`config.mk`:
```
export PLATFORM = sky130hd
export DESIGN_NAME = ica_conv_check_5d
export DESIGN_NICKNAME = d
export VERILOG_FILES = /design/src/rtl/ica_conv_pkg.sv /design/src/rtl/ica_conv_check_5d_mac.sv /design/src/rtl/ica_conv_check_5d.sv
export SDC_FILE = /design/constraint.sdc
export NUM_CORES = 2
export LEC_CHECK = 0
export CAP_MARGIN = 15
export CORE_UTILIZATION = 40
export DETAILED_ROUTE_END_ITERATION = 8
export PLACE_DENSITY = 0.59
export SYNTH_ARGS = -nofsm -noshare
export SYNTH_HDL_FRONTEND = slang
export SYNTH_SLANG_ARGS = --single-unit
```
`constraint.sdc`:
```
create_clock -name clk -period 29.1 [get_ports clk]
set_input_delay 2.91 -clock clk [delete_from_list [all_inputs] [get_ports clk]]
set_output_delay 2.91 -clock clk [all_outputs]
set_load 0.01 [all_outputs]
```
`src/rtl/ica_conv_pkg.sv`:
```
// Shared types, constants and fixed-point helpers for the FastICA
// convergence checker. Data words are signed Q11.20 in 32 bits.
package ica_conv_pkg;

  localparam int DW            = 32;
  localparam int ACC_WIDTH_DEF = 36;

  localparam logic [DW-1:0] Q_ONE  = 32'h00100000;
  localparam logic [DW-1:0] Q_MAX  = 32'h7FFFFFFF;
  localparam logic [DW-1:0] Q_MIN  = 32'h80000000;

  typedef logic [1:0] state_t;

  localparam state_t S_IDLE = 2'd0;
  localparam state_t S_MAC  = 2'd1;
  localparam state_t S_CMP  = 2'd2;
  localparam state_t S_DONE = 2'd3;

  // Clamp a sign-extended accumulator value into one data word.
  function automatic logic [DW-1:0] sat_q(input logic signed [63:0] a);
    logic [DW-1:0] r;
    if (a > $signed({32'h0, Q_MAX}))
      r = Q_MAX;
    else if (a < $signed({32'hFFFFFFFF, Q_MIN}))
      r = Q_MIN;
    else
      r = a[DW-1:0];
    return r;
  endfunction

  // Two's complement negation where -min clamps to max.
  function automatic logic [DW-1:0] neg_sat(input logic [DW-1:0] x);
    return (x == Q_MIN) ? Q_MAX : (~x + 1'b1);
  endfunction

  // Magnitude where |min| clamps to max.
  function automatic logic [DW-1:0] abs_sat(input logic [DW-1:0] x);
    return x[DW-1] ? neg_sat(x) : x;
  endfunction

endpackage

```
`src/rtl/ica_conv_check_5d_mac.sv`:
```
// Sequential Q-format MAC: acc += (a*b) >>> FRAC_WIDTH, one term per
// enabled cycle. The shifted product is truncated to ACC_WIDTH so the
// accumulator wraps modulo 2^ACC_WIDTH.
module ica_mac_q #(
  parameter int DATA_WIDTH = 32,
  parameter int FRAC_WIDTH = 20,
  parameter int ACC_WIDTH  = 36
) (
  input  logic                  clk,
  input  logic                  reset,
  input  logic                  clr,
  input  logic                  en,
  input  logic [DATA_WIDTH-1:0] a,
  input  logic [DATA_WIDTH-1:0] b,
  output logic [ACC_WIDTH-1:0]  acc
);

  logic signed [2*DATA_WIDTH-1:0] prod;
  logic [ACC_WIDTH-1:0]           term;

  // Full-width signed product, then arithmetic rescale back to Q format.
  always_comb begin
    prod = $signed(a) * $signed(b);
    term = ACC_WIDTH'(prod >>> FRAC_WIDTH);
  end

  // Accumulator register; clr takes priority over en.
  always_ff @(posedge clk) begin
    if (reset || clr)
      acc <= '0;
    else if (en)
      acc <= acc + term;
  end

endmodule

```
`src/rtl/ica_conv_check_5d.sv`:
```
// FastICA convergence checker: dot product of the new and previous
// normalised weight vectors, convergence / max-iteration flags and
// iteration count. Optional macro ICA_CONV_SIGN_ALIGN_EN stores the
// negated vector when the dot product is negative.
//
// state  | meaning
// IDLE   | waiting for start
// MAC    | accumulating one element product per cycle
// CMP    | saturate dot, evaluate convergence, bump iteration count
// DONE   | publish results, store vector, pulse done
module ica_conv_check_5d
  import ica_conv_pkg::*;
#(
  parameter int            DIMENSIONS = 5,
  parameter int            DATA_WIDTH = DW,
  parameter int            FRAC_WIDTH = 20,
  parameter int            ACC_WIDTH  = ACC_WIDTH_DEF,
  parameter logic [DW-1:0] EPS        = 32'h00000400,
  parameter int            MAX_ITER   = 64,
  parameter int            ITER_WIDTH = 8
) (
  input  logic                             clk,
  input  logic                             reset,
  input  logic                             clear,
  input  logic                             start,
  input  logic [DIMENSIONS*DATA_WIDTH-1:0] w_new,
  output logic                             busy,
  output logic                             done,
  output logic                             converged,
  output logic                             max_iter_hit,
  output logic [ITER_WIDTH-1:0]            iter_count,
  output logic [DATA_WIDTH-1:0]            dot_out,
  output logic [DIMENSIONS*DATA_WIDTH-1:0] w_prev
);

  localparam int IDX_W = (DIMENSIONS > 1) ? $clog2(DIMENSIONS) : 1;
  localparam logic [IDX_W-1:0] IDX_LAST = IDX_W'(DIMENSIONS - 1);

  state_t                           state;
  logic [IDX_W-1:0]                 idx;
  logic [DIMENSIONS*DATA_WIDTH-1:0] w_cur;
  logic [DIMENSIONS*DATA_WIDTH-1:0] w_store;
  logic                             prev_valid;
  logic [DATA_WIDTH-1:0]            dot_q;
  logic                             conv_q;
  logic                             mit_q;

  logic [ACC_WIDTH-1:0]   acc;
  logic                   mac_clr;
  logic                   mac_en;
  logic signed [63:0]     acc_ext;
  logic [DATA_WIDTH-1:0]  dot_c;
  logic [DATA_WIDTH-1:0]  abs_c;
  logic signed [DATA_WIDTH:0] diff_c;
  logic                   conv_c;
  logic                   mit_c;
  logic [ITER_WIDTH-1:0]  iter_next;

  assign busy    = (state != S_IDLE);
  assign mac_clr = (state == S_IDLE) && start && !clear;
  assign mac_en  = (state == S_MAC);

  ica_mac_q #(
    .DATA_WIDTH (DATA_WIDTH),
    .FRAC_WIDTH (FRAC_WIDTH),
    .ACC_WIDTH  (ACC_WIDTH)
  ) u_mac (
    .clk   (clk),
    .reset (reset),
    .clr   (mac_clr),
    .en    (mac_en),
    .a     (w_prev[idx*DATA_WIDTH +: DATA_WIDTH]),
    .b     (w_cur[idx*DATA_WIDTH +: DATA_WIDTH]),
    .acc   (acc)
  );

  // Convergence decision from the finished accumulator; a magnitude above
  // 1.0 yields a negative difference and therefore also counts as converged.
  always_comb begin
    acc_ext   = 64'($signed(acc));
    dot_c     = sat_q(acc_ext);
    abs_c     = abs_sat(dot_c);
    diff_c    = $signed({1'b0, Q_ONE}) - $signed({1'b0, abs_c});
    conv_c    = prev_valid && (diff_c <= $signed({1'b0, EPS}));
    iter_next = (&iter_count) ? iter_count : iter_count + 1'b1;
    mit_c     = !conv_c && (32'(iter_next) >= 32'(MAX_ITER));
  end

  // Vector kept for the next comparison, optionally sign-aligned.
  always_comb begin
    w_store = w_cur;
`ifdef ICA_CONV_SIGN_ALIGN_EN
    if (dot_q[DATA_WIDTH-1]) begin
      for (int i = 0; i < DIMENSIONS; i++)
        w_store[i*DATA_WIDTH +: DATA_WIDTH] = neg_sat(w_cur[i*DATA_WIDTH +: DATA_WIDTH]);
    end
`endif
  end

  // Sequencer, counters and result/vector storage.
  always_ff @(posedge clk) begin
    if (reset) begin
      state        <= S_IDLE;
      idx          <= '0;
      w_cur        <= '0;
      w_prev       <= '0;
      prev_valid   <= 1'b0;
      dot_q        <= '0;
      conv_q       <= 1'b0;
      mit_q        <= 1'b0;
      done         <= 1'b0;
      converged    <= 1'b0;
      max_iter_hit <= 1'b0;
      iter_count   <= '0;
      dot_out      <= '0;
    end else begin
      done <= 1'b0;
      if (clear) begin
        // Abort any run; the stored vector stays but is no longer trusted.
        state        <= S_IDLE;
        iter_count   <= '0;
        prev_valid   <= 1'b0;
        converged    <= 1'b0;
        max_iter_hit <= 1'b0;
      end else begin
        case (state)
          S_IDLE: begin
            if (start) begin
              w_cur <= w_new;
              idx   <= '0;
              state <= S_MAC;
            end
          end
          S_MAC: begin
            idx <= idx + 1'b1;
            if (idx == IDX_LAST)
              state <= S_CMP;
          end
          S_CMP: begin
            dot_q      <= dot_c;
            conv_q     <= conv_c;
            mit_q      <= mit_c;
            iter_count <= iter_next;
            state      <= S_DONE;
          end
          S_DONE: begin
            done         <= 1'b1;
            converged    <= conv_q;
            max_iter_hit <= mit_q;
            dot_out      <= dot_q;
            w_prev       <= w_store;
            prev_valid   <= 1'b1;
            state        <= S_IDLE;
          end
          default: state <= S_IDLE;
        endcase
      end
    end
  end

endmodule

```
==> flow_metrics.env <==
export IMPL_iteration_0_drc_count_of_the_detailed_router=3494
export IMPL_cap_violations=0
export IMPL_number_of_global_route_vias_before_repair=45395
export IMPL_yosysMostFrequentCell="sky130_fd_sc_hd__nand2_1"
export IMPL_clk_latency_ps=600
export IMPL_slew_headroom_pct=10.0
export IMPL_utilization_of_the_core_after_routing_pct=45.8
export IMPL_htree_num_levels=2
export IMPL_synth_largest_area_cell="sky130_fd_sc_hd__fa_1"
export IMPL_netlist_instances=6282
export IMPL_clk_pin_slew_worst_paths_ps=60
export IMPL_worst_slew_pin_transition_ps=1350
export IMPL_synth_net_count=7644
export IMPL_rsz0062_at_grt="no"
export IMPL_status="finished clean"
export IMPL_n_fill_cell=12682
export IMPL_max_clock_freq_mhz=71.2
export IMPL_vias_per_cell=5.40
export IMPL_finalWeightedCongestion=0.929
export IMPL_dominantRegCellSynth="sky130_fd_sc_hd__dfxtp_1"
export IMPL_die_height_um=364
export IMPL_critical_path_peak_fanout=43
export IMPL_area_growth_syn_to_layout_pct=13.4
export IMPL_postCtsResizedCells=0
export IMPL_cts_root_buffer="sky130_fd_sc_hd__clkbuf_16"
export IMPL_report_final_hold_viol_count=0
export IMPL_cts_sinks=439
export IMPL_reg2regPathDepth=44
export IMPL_synth_edff_count=0
export IMPL_power_per_cell_area_nw_per_um2=25.2
export IMPL_die_width_um=364
export IMPL_cts_hold_buffers_added=0
export IMPL_worst_endpoint_required_ps=29550
export IMPL_yosysTopAreaCellShare_pct=37.5
export IMPL_critPathMaxStageDelay_ps=930
export IMPL_cts_tree="built"
export IMPL_detail_route_wl_per_cell_um=23.1
export IMPL_io_pins=368
export IMPL_fin_tns_setup_ps=0
export IMPL_synth_seq_area_share_pct=16.7
export IMPL_place_port_buffers=367
export IMPL_post_synth_most_frequent_cells="1328 x sky130_fd_sc_hd__nand2_1, 983 x sky130_fd_sc_hd__fa_1, 920 x sky130_fd_sc_hd__inv_1, 661 x sky130_fd_sc_hd__nor2_1, 514 x sky130_fd_sc_hd__a21oi_1"
export IMPL_finClkSkew_ps=23.5
export IMPL_irDropWorstVdd_v=0.0000382
export IMPL_synthesis_area_per_instance_um2=8.36
export IMPL_post_synth_instance_area_um2=52500
export IMPL_ys_warnings_count=0
export IMPL_synth_async_reset_ratio_pct=0
export IMPL_power_leakage_nw=25.3
export IMPL_power_total_w=0.00150
export IMPL_finalMaxSlewViolations=0
export IMPL_post_cts_setup_buffers=0
export IMPL_initial_core_util_pct=40.4
export IMPL_ys_top_cells_by_area="sky130_fd_sc_hd__fa_1 37%, sky130_fd_sc_hd__dfxtp_1 17%, sky130_fd_sc_hd__nand2_1 9.5%"
export IMPL_num_vias=44325
export IMPL_grt_util_all_layers_pct=28.8
export IMPL_cts_path_max_buffers=3
export IMPL_timing_hold_worst_path_depth=2
export IMPL_crit_path_time_final_ps=14040
export IMPL_worstSetupStartpointType="register"
export IMPL_arrival_ps=14500
export IMPL_route_final_wire_length_um=190000
export IMPL_synth_cell_type_count=78
export IMPL_die_area_um2=133000
export IMPL_post_route_cells_drive_above_1_share_pct=4.42
export IMPL_cpMaxStageDelayCell="sky130_fd_sc_hd__o21a_1"
export IMPL_drt_pre_antenna_iters=6
export IMPL_drc=0
export IMPL_ys_seq_elements=439
export IMPL_crit_path_frequent_cell="sky130_fd_sc_hd__inv_1"
export IMPL_final_net_count=7796
export IMPL_grt_max_degree=188
export IMPL_globalRouteOverflowTotal=0
export IMPL_core_area_um2=130000
export IMPL_antenna_violations_before_repair=3
export IMPL_worst_hold_path_type="reg2reg"
export IMPL_grt_first_pass_wirelength_um=287000
export IMPL_dp_hpwl_um=147000
export IMPL_rows=132
export IMPL_finalCritPeriodShare_pct=48.3
export IMPL_timing_final_setup_violations=0
export IMPL_tritoncts_num_buffers=45
export IMPL_drtAntennaViolNets=0
export IMPL_worst_setup_path_end_kind="register"
export IMPL_timing_worst_setup_path_type="reg2reg"
-- through the flow --
step           setup WS (ps)  hold slack [ps]  instance area, um^2  instances
6_report               15060              454                59600       8210
5_1_grt                14590              467                59600       8209
3_3_place_gp           15370              442                58000       8122
4_1_cts                15310              458                59500       8206
3_5_place_dp           15320              444                58000       8126
2_1_floorplan          17580              432                52500       6282
-- cell families (layout without fill, tap and decap cells) --
kind of cell	Yosys count	after routing	share of synthesized area, %
AOI/OAI and AO/OA	906	906	10.0
xor gates and xnor gates	99	99	1.68
adders and majority gates	1198	1198	42.6
buffers and inverters	1288	1473	9.28
DFF	439	439	16.7
muxes	153	153	3.03
other	0	1	0
and+or+nand+nor	2199	2199	16.7
-- sequential cells by signal, indices dropped and copies added, names as in the netlist, named ones only --
register	cells
done	1
iter_count	6
conv_q	1
u_mac.acc	36
w_cur	160
dot_out	32
idx	3
dot_q	32
state	2
max_iter_hit	1
mit_q	1
w_prev	160
converged	1
prev_valid	1
-- path summary, 6_finish.rpt --
kind / slack [ps] / to / startpoint
min: 450 / dot_out[13]$_SDFFE_PP0P_ / dot_q[13]$_SDFFE_PP0P_
max reg2reg: 15060 / u_mac.acc[34]$_SDFFE_PP0P_ / idx[1]$_SDFFE_PP0P_
max: 15060 / u_mac.acc[34]$_SDFFE_PP0P_ / idx[1]$_SDFFE_PP0P_
min reg2reg: 450 / dot_out[13]$_SDFFE_PP0P_ / dot_q[13]$_SDFFE_PP0P_
-- worst max-delay path: cells and delay by family (launching register included) --
kind / cells / cell delay [ps]
compound gates: 17 / 5540
fa+ha+maj: 10 / 3990
buf+inv: 8 / 1610
simple gates: 6 / 1070
flops: 1 / 640
xor+xnor: 2 / 590
mux: 1 / 420
-- cell usage in the layout, fill, tap and decap left out, types with 10 or more instances in the layout --
master and instances:
sky130_fd_sc_hd__a211oi_1 18, sky130_fd_sc_hd__a21o_1 45, sky130_fd_sc_hd__a21oi_1 513, sky130_fd_sc_hd__a31oi_1 17, sky130_fd_sc_hd__and2_1 24, sky130_fd_sc_hd__and3_1 10
sky130_fd_sc_hd__buf_4 96, sky130_fd_sc_hd__clkbuf_16 45, sky130_fd_sc_hd__clkdlybuf4s50_1 366, sky130_fd_sc_hd__clkinv_2 10, sky130_fd_sc_hd__dfxtp_1 436, sky130_fd_sc_hd__fa_1 983
sky130_fd_sc_hd__ha_1 214, sky130_fd_sc_hd__inv_1 920, sky130_fd_sc_hd__mux2_2 46, sky130_fd_sc_hd__mux2i_1 106, sky130_fd_sc_hd__nand2_1 1328, sky130_fd_sc_hd__nand2b_1 15
sky130_fd_sc_hd__nand3_1 29, sky130_fd_sc_hd__nand4_1 12, sky130_fd_sc_hd__nor2_1 660, sky130_fd_sc_hd__nor2b_1 18, sky130_fd_sc_hd__nor3_1 47, sky130_fd_sc_hd__nor4_1 11
sky130_fd_sc_hd__o211ai_1 18, sky130_fd_sc_hd__o21a_1 70, sky130_fd_sc_hd__o21ai_0 62, sky130_fd_sc_hd__o21ai_1 36, sky130_fd_sc_hd__o21ai_2 21, sky130_fd_sc_hd__o21bai_1 10
sky130_fd_sc_hd__o22ai_1 17, sky130_fd_sc_hd__xnor2_1 78, sky130_fd_sc_hd__xor2_1 20
-- metal layers --
metal	part of all wire (%)	GRT usage, %	vias to the layer above
met4	4.4	10.4	2
met3	8.0	5.73	394
met5	0.0058	0	-
met1	41	37.5	22432
li1	-	-	19663
met2	47	47.5	1834
-- final cells by class --
type / instances / area [um^2] / area share [%]
multi-input cells: 4555 / 39100 / 65.6
flip-flops and latches: 439 / 8800 / 14.8
repair buffers: 472 / 4570 / 7.67
inverters: 921 / 3460 / 5.80
well taps: 1742 / 2180 / 3.66
clock buffers: 58 / 1230 / 2.07
clock inverters: 22 / 258 / 0.433
diodes: 1 / 2.50 / 0.00420
-- power breakdown --
group          switching, W  internal, W  total, W
clock network      0.000264     0.000339  0.000603
registers         0.0000164     0.000613  0.000630
logic              0.000179    0.0000927  0.000272
total              0.000460      0.00104   0.00150
Note: power is estimated with default switching activity, not from simulation.
